### src/rtl/fpu_intn_to_f32_pipe.sv
// fpu_intn_to_f32_pipe: 3-stage integer to IEEE-754 binary32 converter with
// valid/ready handshakes on both sides.
// Configuration macro: FPU_INT2F32_ROUND_MODES_EN. When it is defined, all four
// RMODE encodings are honoured. When it is undefined, RMODE is captured but
// masked, so every conversion rounds to nearest-even.
module fpu_intn_to_f32_pipe #(
  parameter int INT_WIDTH = 32
) (
  input  logic                 CLK,
  input  logic                 RST,
  input  logic                 IN_VALID,
  output logic                 IN_READY,
  input  logic [INT_WIDTH-1:0] A,
  input  logic                 SIGNED,
  input  logic [1:0]           RMODE,
  output logic                 OUT_VALID,
  input  logic                 OUT_READY,
  output logic [31:0]          O,
  output logic                 INEXACT
);

  localparam int MW  = INT_WIDTH + 1;           // magnitude width
  localparam int LZW = $clog2(MW + 1);          // leading-zero count width
  localparam logic [LZW-1:0] TOP_IDX = LZW'(MW - 1);
  localparam logic [LZW-1:0] LZ_ONE  = LZW'(1);
`ifdef FPU_INT2F32_ROUND_MODES_EN
  localparam logic [1:0] RM_MASK = 2'b11;
`else
  localparam logic [1:0] RM_MASK = 2'b00;       // forces RNE (encoding 0)
`endif

  // Count leading zeros of the magnitude; an all-zero input returns MW.
  function automatic logic [LZW-1:0] lzc_f(input logic [MW-1:0] v);
    logic [LZW-1:0] cnt;
    logic           done;
    cnt  = '0;
    done = 1'b0;
    for (int i = MW - 1; i >= 0; i--) begin
      if (done) begin
        cnt = cnt;
      end else if (v[i]) begin
        done = 1'b1;
      end else begin
        cnt = cnt + LZ_ONE;
      end
    end
    return cnt;
  endfunction

  // Pipeline control
  logic s1_v_q, s2_v_q, s3_v_q;
  logic s1_adv_s, s2_adv_s, s3_adv_s, in_fire_s;

  // A stage advances when it holds data and the next stage is empty or leaving.
  always_comb begin
    s3_adv_s  = s3_v_q & OUT_READY;
    s2_adv_s  = s2_v_q & (~s3_v_q | s3_adv_s);
    s1_adv_s  = s1_v_q & (~s2_v_q | s2_adv_s);
    in_fire_s = IN_VALID & IN_READY;
  end

  assign IN_READY = ~RST & (~s1_v_q | s1_adv_s);

  // Stage valid bits: fill from upstream, drain when advancing with no refill.
  always_ff @(posedge CLK) begin
    if (RST) begin
      s1_v_q <= 1'b0;
      s2_v_q <= 1'b0;
      s3_v_q <= 1'b0;
    end else begin
      s1_v_q <= in_fire_s | (s1_v_q & ~s1_adv_s);
      s2_v_q <= s1_adv_s  | (s2_v_q & ~s2_adv_s);
      s3_v_q <= s2_adv_s  | (s3_v_q & ~s3_adv_s);
    end
  end

  // Stage 1: sign and magnitude
  logic           s1_sign_d, s1_sign_q;
  logic [MW-1:0]  s1_mag_d, s1_mag_q;
  logic [1:0]     s1_rm_q;

  // Negate the sign-extended operand when it is a negative signed value.
  always_comb begin
    s1_sign_d = SIGNED & A[INT_WIDTH-1];
    if (s1_sign_d) begin
      s1_mag_d = ~{A[INT_WIDTH-1], A} + {{(MW-1){1'b0}}, 1'b1};
    end else begin
      s1_mag_d = {1'b0, A};
    end
  end

  // Stage 1 register: capture on input handshake.
  always_ff @(posedge CLK) begin
    if (RST) begin
      s1_sign_q <= 1'b0;
      s1_mag_q  <= '0;
      s1_rm_q   <= 2'd0;
    end else if (in_fire_s) begin
      s1_sign_q <= s1_sign_d;
      s1_mag_q  <= s1_mag_d;
      s1_rm_q   <= RMODE & RM_MASK;
    end
  end

  // Stage 2: normalisation
  logic [LZW-1:0] lz_s, s2_idx_d, s2_idx_q;
  logic [MW-1:0]  s2_norm_d, s2_norm_q;
  logic           s2_sign_q;
  logic [1:0]     s2_rm_q;

  // Shift the leading one to the top bit; its original index sets the exponent.
  always_comb begin
    lz_s      = lzc_f(s1_mag_q);
    s2_norm_d = s1_mag_q << lz_s;
    s2_idx_d  = TOP_IDX - lz_s;
  end

  // Stage 2 register: load when stage 1 advances.
  always_ff @(posedge CLK) begin
    if (RST) begin
      s2_sign_q <= 1'b0;
      s2_norm_q <= '0;
      s2_idx_q  <= '0;
      s2_rm_q   <= 2'd0;
    end else if (s1_adv_s) begin
      s2_sign_q <= s1_sign_q;
      s2_norm_q <= s2_norm_d;
      s2_idx_q  <= s2_idx_d;
      s2_rm_q   <= s1_rm_q;
    end
  end

  // Stage 3: round and pack
  logic [22:0] mant_s;
  logic        guard_s, sticky_s, zero_s;

  // Operands of 24 bits or fewer always fit the significand, so nothing is dropped.
  generate
    if (INT_WIDTH > 24) begin : g_round
      assign mant_s   = s2_norm_q[MW-2 -: 23];
      assign guard_s  = s2_norm_q[MW-25];
      assign sticky_s = |s2_norm_q[MW-26:0];
    end else begin : g_exact
      logic [MW+22:0] ext_s;
      assign ext_s    = {s2_norm_q, 23'd0};
      assign mant_s   = ext_s[MW+21 -: 23];
      assign guard_s  = 1'b0;
      assign sticky_s = 1'b0;
    end
  endgenerate

  assign zero_s = ~s2_norm_q[MW-1];

  logic        inc_s, inx_d, inx_q;
  logic [23:0] mant_rnd_s;
  logic [7:0]  exp_s;
  logic [31:0] o_d, o_q;

  // Rounding decision, carry-out into the exponent, and final packing.
  always_comb begin
    case (s2_rm_q)
      2'd0:    inc_s = guard_s & (sticky_s | mant_s[0]);
      2'd1:    inc_s = 1'b0;
      2'd2:    inc_s = ~s2_sign_q & (guard_s | sticky_s);
      2'd3:    inc_s = s2_sign_q & (guard_s | sticky_s);
      default: inc_s = 1'b0;
    endcase
    mant_rnd_s = {1'b0, mant_s} + {23'd0, inc_s};
    exp_s      = 8'd127 + {{(8-LZW){1'b0}}, s2_idx_q};
    if (mant_rnd_s[23]) begin
      exp_s = exp_s + 8'd1;
    end else begin
      exp_s = exp_s;
    end
    if (zero_s) begin
      o_d   = 32'd0;
      inx_d = 1'b0;
    end else begin
      o_d   = {s2_sign_q, exp_s, mant_rnd_s[22:0]};
      inx_d = guard_s | sticky_s;
    end
  end

  // Stage 3 register: load when stage 2 advances, hold under backpressure.
  always_ff @(posedge CLK) begin
    if (RST) begin
      o_q   <= 32'd0;
      inx_q <= 1'b0;
    end else if (s2_adv_s) begin
      o_q   <= o_d;
      inx_q <= inx_d;
    end
  end

  // Outputs read as idle during a reset cycle.
  assign OUT_VALID = s3_v_q & ~RST;
  assign O         = RST ? 32'd0 : o_q;
  assign INEXACT   = inx_q & ~RST;

endmodule

### config.mk
export PLATFORM = sky130hd
export DESIGN_NAME = fpu_intn_to_f32_pipe
export DESIGN_NICKNAME = d
export VERILOG_FILES = /design/src/rtl/fpu_intn_to_f32_pipe.sv
export SDC_FILE = /design/constraint.sdc
export NUM_CORES = 1
export LEC_CHECK = 0
export BUFFER_PORTS_ARGS = -buffer_cell sky130_fd_sc_hd__clkbuf_2
export CORE_MARGIN = 3
export CORE_UTILIZATION = 45
export DETAILED_ROUTE_END_ITERATION = 6
export GPL_TIMING_DRIVEN = 0
export MAX_ROUTING_LAYER = met4
export PLACE_DENSITY = 0.7
export SLEW_MARGIN = 10
export SYNTH_ARGS = -nofsm -noshare
export SYNTH_HDL_FRONTEND = slang
export SYNTH_SLANG_ARGS = --single-unit
export TNS_END_PERCENT = 30
### constraint.sdc
create_clock -name CLK -period 25.3 [get_ports CLK]
set_input_delay 3.795 -clock CLK [delete_from_list [all_inputs] [get_ports CLK]]
set_output_delay 3.795 -clock CLK [all_outputs]
set_load 0.02 [all_outputs]
## Word level (Yosys, flattened, before mapping)

Cells that the tools add are included.
W data, S select, Z words.

| operators by class | value |
|---|---|
| add/sub/neg operators | 37 |
| shift-type cells | 1 |
| multiplexer cells | 133 |
| bitwise logic cells | 28 |
| reduce and logical (&&, ||, !) cells | 1 |

Operators with widths:

| operator | count |
|---|---|
| $mux W6 | 64 |
| $add A6 B1 Y6 const B | 32 |
| $mux W1 | 65 |
| $mux W32 | 2 |
| $add A33 B1 Y33 const B | 1 |
| $mux W33 | 1 |
| $not A33 Y33 | 1 |
| $shl A33 B6 Y33 | 1 |
| $add A23 B1 Y24 | 1 |
| $and A1 B1 Y1 | 12 |
| $add A7 B6 Y8 const A | 1 |
| $add A8 B1 Y8 const B | 1 |
| $mux W8 | 1 |
| $or A1 B1 Y1 | 8 |
| $reduce_or A8 Y1 | 1 |
| $not A1 Y1 | 7 |
| $sub A6 B6 Y6 const A | 1 |

| storage, ports and cells | value |
|---|---|
| register bits after elaboration | 110 |
| input bits | 39 |
| output and inout port bits | 35 |
| word-level logic and storage cells | 210 |

## Depth between registers and ports, before layout

| depth | value |
|---|---|
| word-level depth | 98 |
| depth in mapped cells | 112 |

## Worst setup path after synthesis

Ideal clock, no wire load.

| timing path | value |
|---|---|
| kind | register -> register |
| start | register s1_mag_q[31] |
| end | register s2_norm_q[32] |
| arrival time | 20.279 ns |
| data required time | 25.222 ns |
| path slack | 4.943 ns |
| cell stages (with the launch flop) | 112 |
| period minus slack after synthesis | 20.357 ns |
| cells stage by stage | dfxtp_1 > buf_2 > inv_1 > a21oi_1 > ha_1 > o31a_1 > ha_1 > nand2b_1 > a21boi_0 > ha_1 > a21o_1 > ha_1 > buf_2 > mux2i_1 > o21bai_1 > ha_1 > mux2i_1 > o21ai_0 > [... 76 more ...] > nand2_1 > nand2_1 > ha_1 > o21a_1 > ha_1 > mux2_2 > o21a_1 > o21a_1 > clkbuf_1 > inv_1 > clkbuf_1 > clkbuf_1 > mux2_2 > a21oi_1 > mux2i_1 > mux2i_1 > nor2_1 > nor3_1 |

| between the ends | value |
|---|---|
| word-level cells in the longest chain between the ends | 96 |
| elaborated cells between the ends (all ways) | 128 |
| those cells by class | add/sub (31); shift (1); mux (96) |

Ends and longest elaborated chain:

| item | RTL line | source |
|---|---|---|
| start: declaration | 79 | `logic [MW-1:0] s1_mag_d, s1_mag_q;` |
| start signal: assignment | 100 | `s1_mag_q <= s1_mag_d;` |
| $mux W6 | 41 | `end else if (v[i]) begin` |
| $mux W6 | 39 | `if (done) begin` |
| $add A6 B1 Y6 | 44 | `cnt = cnt + LZ_ONE;` |
| $mux W6 | 41 |  |
| $mux W6 | 39 |  |
| $add A6 B1 Y6 | 44 |  |
| $mux W6 | 41 |  |
| $mux W6 | 39 |  |
| [... 80 more ...] | n/a |  |
| $mux W6 | 39 |  |
| $add A6 B1 Y6 | 44 |  |
| $mux W6 | 41 |  |
| $mux W6 | 39 |  |
| $add A6 B1 Y6 | 44 |  |
| $mux W6 | 41 |  |
| $mux W6 | 39 |  |
| $shl A33 B6 Y33 (*) | 114 | `s2_norm_d = s1_mag_q << lz_s;` |
| end signal: assignment | 127 | `s2_norm_q <= s2_norm_d;` |
| end: declaration | 107 | `logic [MW-1:0] s2_norm_d, s2_norm_q;` |

Every way passes the cells marked *; elsewhere a longest branch is shown, timed or not.
A chain may end at the register's enable or synchronous reset.

## Worst setup path after layout

| timing path | value |
|---|---|
| start | register s1_mag_q[31] |
| end | register s2_norm_q[30] |

Same word-level chain as after synthesis.

==> results.rst <==
.. list-table::
   :header-rows: 1

   * - Metric
     - Value
   * - Grt total ovfl
     - 0
   * - Synthesized area divided by synthesized cell count
     - 7.206 um^2
   * - Post-layout instance count excluding filler cells
     - 2,134
   * - Total clock buffers created by CTS
     - 9
   * - Top library cells by usage in the layout, fill and taps aside
     - sky130_fd_sc_hd__nand2_1 (192), sky130_fd_sc_hd__nor2_1 (166), sky130_fd_sc_hd__a21oi_1 (116)
   * - Fraction of layout instances using a drive strength above 1
     - 0.08737
   * - Synth unique cells
     - 94
   * - Type of element launching the critical path
     - flip-flop
   * - Critical Path Sink Type
     - flip-flop
   * - Family of cells with the greatest summed delay on the critical path
     - adder cells
   * - Vertical extent of the die
     - 171.5 um
   * - Cell internal power dissipation
     - 684.4 uW
   * - Outcome
     - finished, final reports clean
   * - IO Port Bufs
     - 71
   * - Post-Place Cell Area
     - 0.01310 mm^2
   * - Switch share
     - 0.5448
   * - Total placed cells including tap cells
     - 2,116
   * - Overall global routing resource usage
     - 0.2721
   * - Area of combinational cells with multiple inputs
     - 0.009534 mm^2
   * - Worst path bufs/invs
     - 13
   * - Initial antenna violation count
     - 2
   * - Vias
     - 13,070
   * - Switching power
     - 819.2 uW
   * - Slew Viols, Final
     - 0
   * - Required time at the endpoint of the critical path
     - 25,570 ps
   * - Shortest clock period the worst path allows after layout
     - 23,780 ps
   * - Final Wtd Congestion
     - 0.9866
   * - Final net count
     - 1,866
   * - Power, Total
     - 1.504 mW
   * - CTS tree
     - yes
   * - VDD IR-drop max
     - 0.00007268 V
   * - Synthesized area
     - 0.01232 mm^2
   * - Slew at the pin closest to its max-slew limit
     - 1161 ps
   * - Fill cell total of the finished layout
     - 2,674
   * - Post-synthesis async set-or-reset flop share
     - 0
   * - Leading cell type in the layout, fill and taps excluded
     - sky130_fd_sc_hd__nand2_1
   * - Cells after synthesis
     - 1,710
   * - Global-route wire length before repair
     - 63,400 um
   * - Number of global-route vias before repair
     - 11,990
   * - DRC
     - 0
   * - Clock insertion delay at the later pin of the skew report
     - 380 ps
   * - Hold buffers post-CTS
     - 0
   * - Data arrival, critical path
     - 24,050 ps
   * - Peak per-stage delay on the critical path
     - 660 ps
   * - Cell with the largest stage delay on the worst path
     - sky130_fd_sc_hd__o31ai_2
   * - Total negative slack for setup checks
     - 0 ps
   * - Placement row count
     - 59
   * - Layout area overhead
     - 9.047%
   * - Number of iterations in the first detailed-routing pass
     - 6
   * - Synth warn
     - 0
   * - Number of nets in the synthesized netlist
     - 1,784
   * - Root Driver
     - sky130_fd_sc_hd__clkbuf_16
   * - Number of enable-type register cells in the synthesized netlist
     - 0
   * - CTS H-tree lvls
     - 3
   * - Area of the core region
     - 0.02650 mm^2
   * - Routed wire length
     - 39,710 um
   * - Critical-path maximum fanout
     - 10
   * - Upper clock frequency limit
     - 42.05 MHz
   * - Number of vias per cell after detailed routing
     - 6.126
   * - Most common cell type on the critical path
     - sky130_fd_sc_hd__ha_1
   * - Post-Layout Inst Area
     - 0.01344 mm^2
   * - Standby leakage power
     - 5.041 nW
   * - Max Clock Skew
     - 15.06 ps
   * - Synthesized flop and latch total
     - 110
   * - Initial cell density of the core
     - 0.4650
   * - Number of max-cap violations
     - 0
   * - Proportion of synthesized chip area in sequential cells
     - 0.1787
   * - Die area
     - 0.02941 mm^2
   * - Final Hold Violating Endpoints
     - 0
   * - Antenna viol nets, final
     - 0
   * - Path class of the lowest-slack min-delay path
     - reg -> reg
   * - Half-perimeter wire length after placement
     - 31,380 um
   * - Relative slew slack
     - 0.2199
   * - Primary flip-flop cell chosen by synthesis mapping
     - sky130_fd_sc_hd__dfxtp_1
   * - Maximum clock insertion buffer count
     - 2
   * - Sequential Area
     - 0.002202 mm^2
   * - Number of I/O pins
     - 74
   * - Final critical-path share of the clock period
     - 0.9399
   * - Worst setup path class
     - reg -> reg
   * - Maximum number of pins on one net before global-route repair
     - 24
   * - Routed WL per cell
     - 18.61 um
   * - Total setup violations reported at the end of the flow
     - 0
   * - Iteration-0 DRC count of the detailed router
     - 1,366
   * - PD cells
     - 111.9 mW/mm^2
   * - Clock group share of total power
     - 0.101
   * - Clk sinks
     - 110
   * - Combinational cell fraction of total power
     - 0.755
   * - Clock-pin transition on the worst setup and hold timing paths
     - 80 ps
   * - Post-route worst hold slack
     - 459.2 ps
   * - Sequential share of power
     - 0.145
   * - Width of the die
     - 171.5 um
[what timing repair did]
item | 4_1_cts | 5_1_grt
gates resized for setup | 0 | 5
setup buffers | 0 | 0
endpoints found under the hold margin | 0 | 0
setup endpoints to repair | 0 | 31
[through the flow]
stage            util  setup WS, ps
4_1_cts        0.5065          1486
3_3_place_gp   0.4942          2029
6_report       0.5071          1521
2_1_floorplan       -          4943
3_5_place_dp   0.4945          1565
5_1_grt        0.5071       -0.1794
[per-layer routing]
| metal | vias up | wire (um) | share of wire | global-route usage |
|---|---|---|---|---|
| li1 | 6380 | - | - | - |
| met1 | 6176 | 18770 | 0.47 | 0.3789 |
| met2 | 473 | 17310 | 0.44 | 0.4133 |
| met3 | 44 | 2840 | 0.072 | 0.04413 |
| met4 | 0 | 788 | 0.020 | 0.06578 |
| met5 | - | 0 | 0 | - |
[flip-flops by register name, indices dropped and copies added (netlist names)]
name       count
inx_q          1
o_q           32
s1_mag_q      33
s1_sign_q      1
s1_v_q         1
s2_idx_q       6
s2_norm_q     33
s2_sign_q      1
s2_v_q         1
s3_v_q         1
[kinds of logic after synthesis]
kind of cell / synth area share
compound gates: 0.2331
xor+xnor: 0.1249
fa+ha+maj: 0.03797
buf+inv: 0.04884
flops: 0.1787
mux: 0.06874
simple gates: 0.3077
[final timing paths]
path / start / slack [ps] / endpoint / cells after the start
max: s1_mag_q[31]$_SDFFE_PP0P_ / 1520 / s2_norm_q[30]$_SDFFE_PP0P_ / 109
max reg2reg: s1_mag_q[31]$_SDFFE_PP0P_ / 1520 / s2_norm_q[30]$_SDFFE_PP0P_ / 109
min: s2_norm_q[0]$_SDFFE_PP0P_ / 460 / s2_norm_q[0]$_SDFFE_PP0P_ / 2
min reg2reg: s2_norm_q[0]$_SDFFE_PP0P_ / 460 / s2_norm_q[0]$_SDFFE_PP0P_ / 2
[synthesized netlist by cell type (5+ instances only)]
master	number	share of area
sky130_fd_sc_hd__nor2b_1	60	0.030
sky130_fd_sc_hd__o211ai_1	12	0.0073
sky130_fd_sc_hd__xor2_1	38	0.027
sky130_fd_sc_hd__and3_1	22	0.011
sky130_fd_sc_hd__mux2i_1	70	0.057
sky130_fd_sc_hd__buf_1	14	0.0043
sky130_fd_sc_hd__xnor2_1	96	0.068
sky130_fd_sc_hd__or4_1	9	0.0055
sky130_fd_sc_hd__a221oi_1	5	0.0036
sky130_fd_sc_hd__a21o_1	12	0.0073
sky130_fd_sc_hd__nand3_1	56	0.023
sky130_fd_sc_hd__mux2_2	12	0.011
sky130_fd_sc_hd__xnor3_1	7	0.013
sky130_fd_sc_hd__a21oi_1	116	0.047
sky130_fd_sc_hd__ha_1	35	0.036
sky130_fd_sc_hd__o31ai_1	17	0.010
sky130_fd_sc_hd__or3_1	17	0.0086
sky130_fd_sc_hd__nor3b_1	6	0.0037
sky130_fd_sc_hd__nor4_1	22	0.011
sky130_fd_sc_hd__dfxtp_1	110	0.18
sky130_fd_sc_hd__or2_2	6	0.0030
sky130_fd_sc_hd__nor2_1	166	0.051
sky130_fd_sc_hd__nand2_1	192	0.058
sky130_fd_sc_hd__a211oi_1	22	0.013
sky130_fd_sc_hd__a31oi_1	14	0.0071
sky130_fd_sc_hd__o21ai_0	71	0.029
sky130_fd_sc_hd__inv_1	38	0.012
sky130_fd_sc_hd__nor3_1	70	0.028
sky130_fd_sc_hd__nand4_1	21	0.011
sky130_fd_sc_hd__buf_2	13	0.0053
sky130_fd_sc_hd__nand2b_1	16	0.0081
sky130_fd_sc_hd__nor4b_1	5	0.0036
sky130_fd_sc_hd__o221ai_1	6	0.0043
sky130_fd_sc_hd__nand3b_1	30	0.018
sky130_fd_sc_hd__o21a_1	13	0.0079
sky130_fd_sc_hd__o21ai_1	10	0.0041
sky130_fd_sc_hd__a22o_1	43	0.031
sky130_fd_sc_hd__a32oi_1	12	0.0085
sky130_fd_sc_hd__a22oi_1	17	0.010
sky130_fd_sc_hd__and2_1	24	0.012
sky130_fd_sc_hd__clkbuf_1	83	0.025
[worst min-delay path, cell delays in order, from the launching register on]
cell	delay, ps
sky130_fd_sc_hd__dfxtp_1	310
sky130_fd_sc_hd__nand2_1	50
sky130_fd_sc_hd__a21oi_1	50
[cell type report]
cell class	count	area share
repair buffers	71	0.02644
plain buffers	113	0.03371
flip-flops and latches	110	0.1639
clock buffers	9	0.01676
diodes	2	0.0003724
inverters	40	0.01117
clock inverters	7	0.006983
multi-input cells	1447	0.7095
well taps	335	0.03119
[power groups by stage]
stage	sequential [mW]	combinational, mW	clock (mW)
after global placement	0.220	1.09	0
final	0.218	1.13	0.151
after floorplan	0.215	0.830	0
after detailed placement	0.221	1.10	0
after global routing	0.221	1.23	0.158
after CTS	0.217	1.11	0.152
Note: power is estimated with default switching activity, not from simulation.
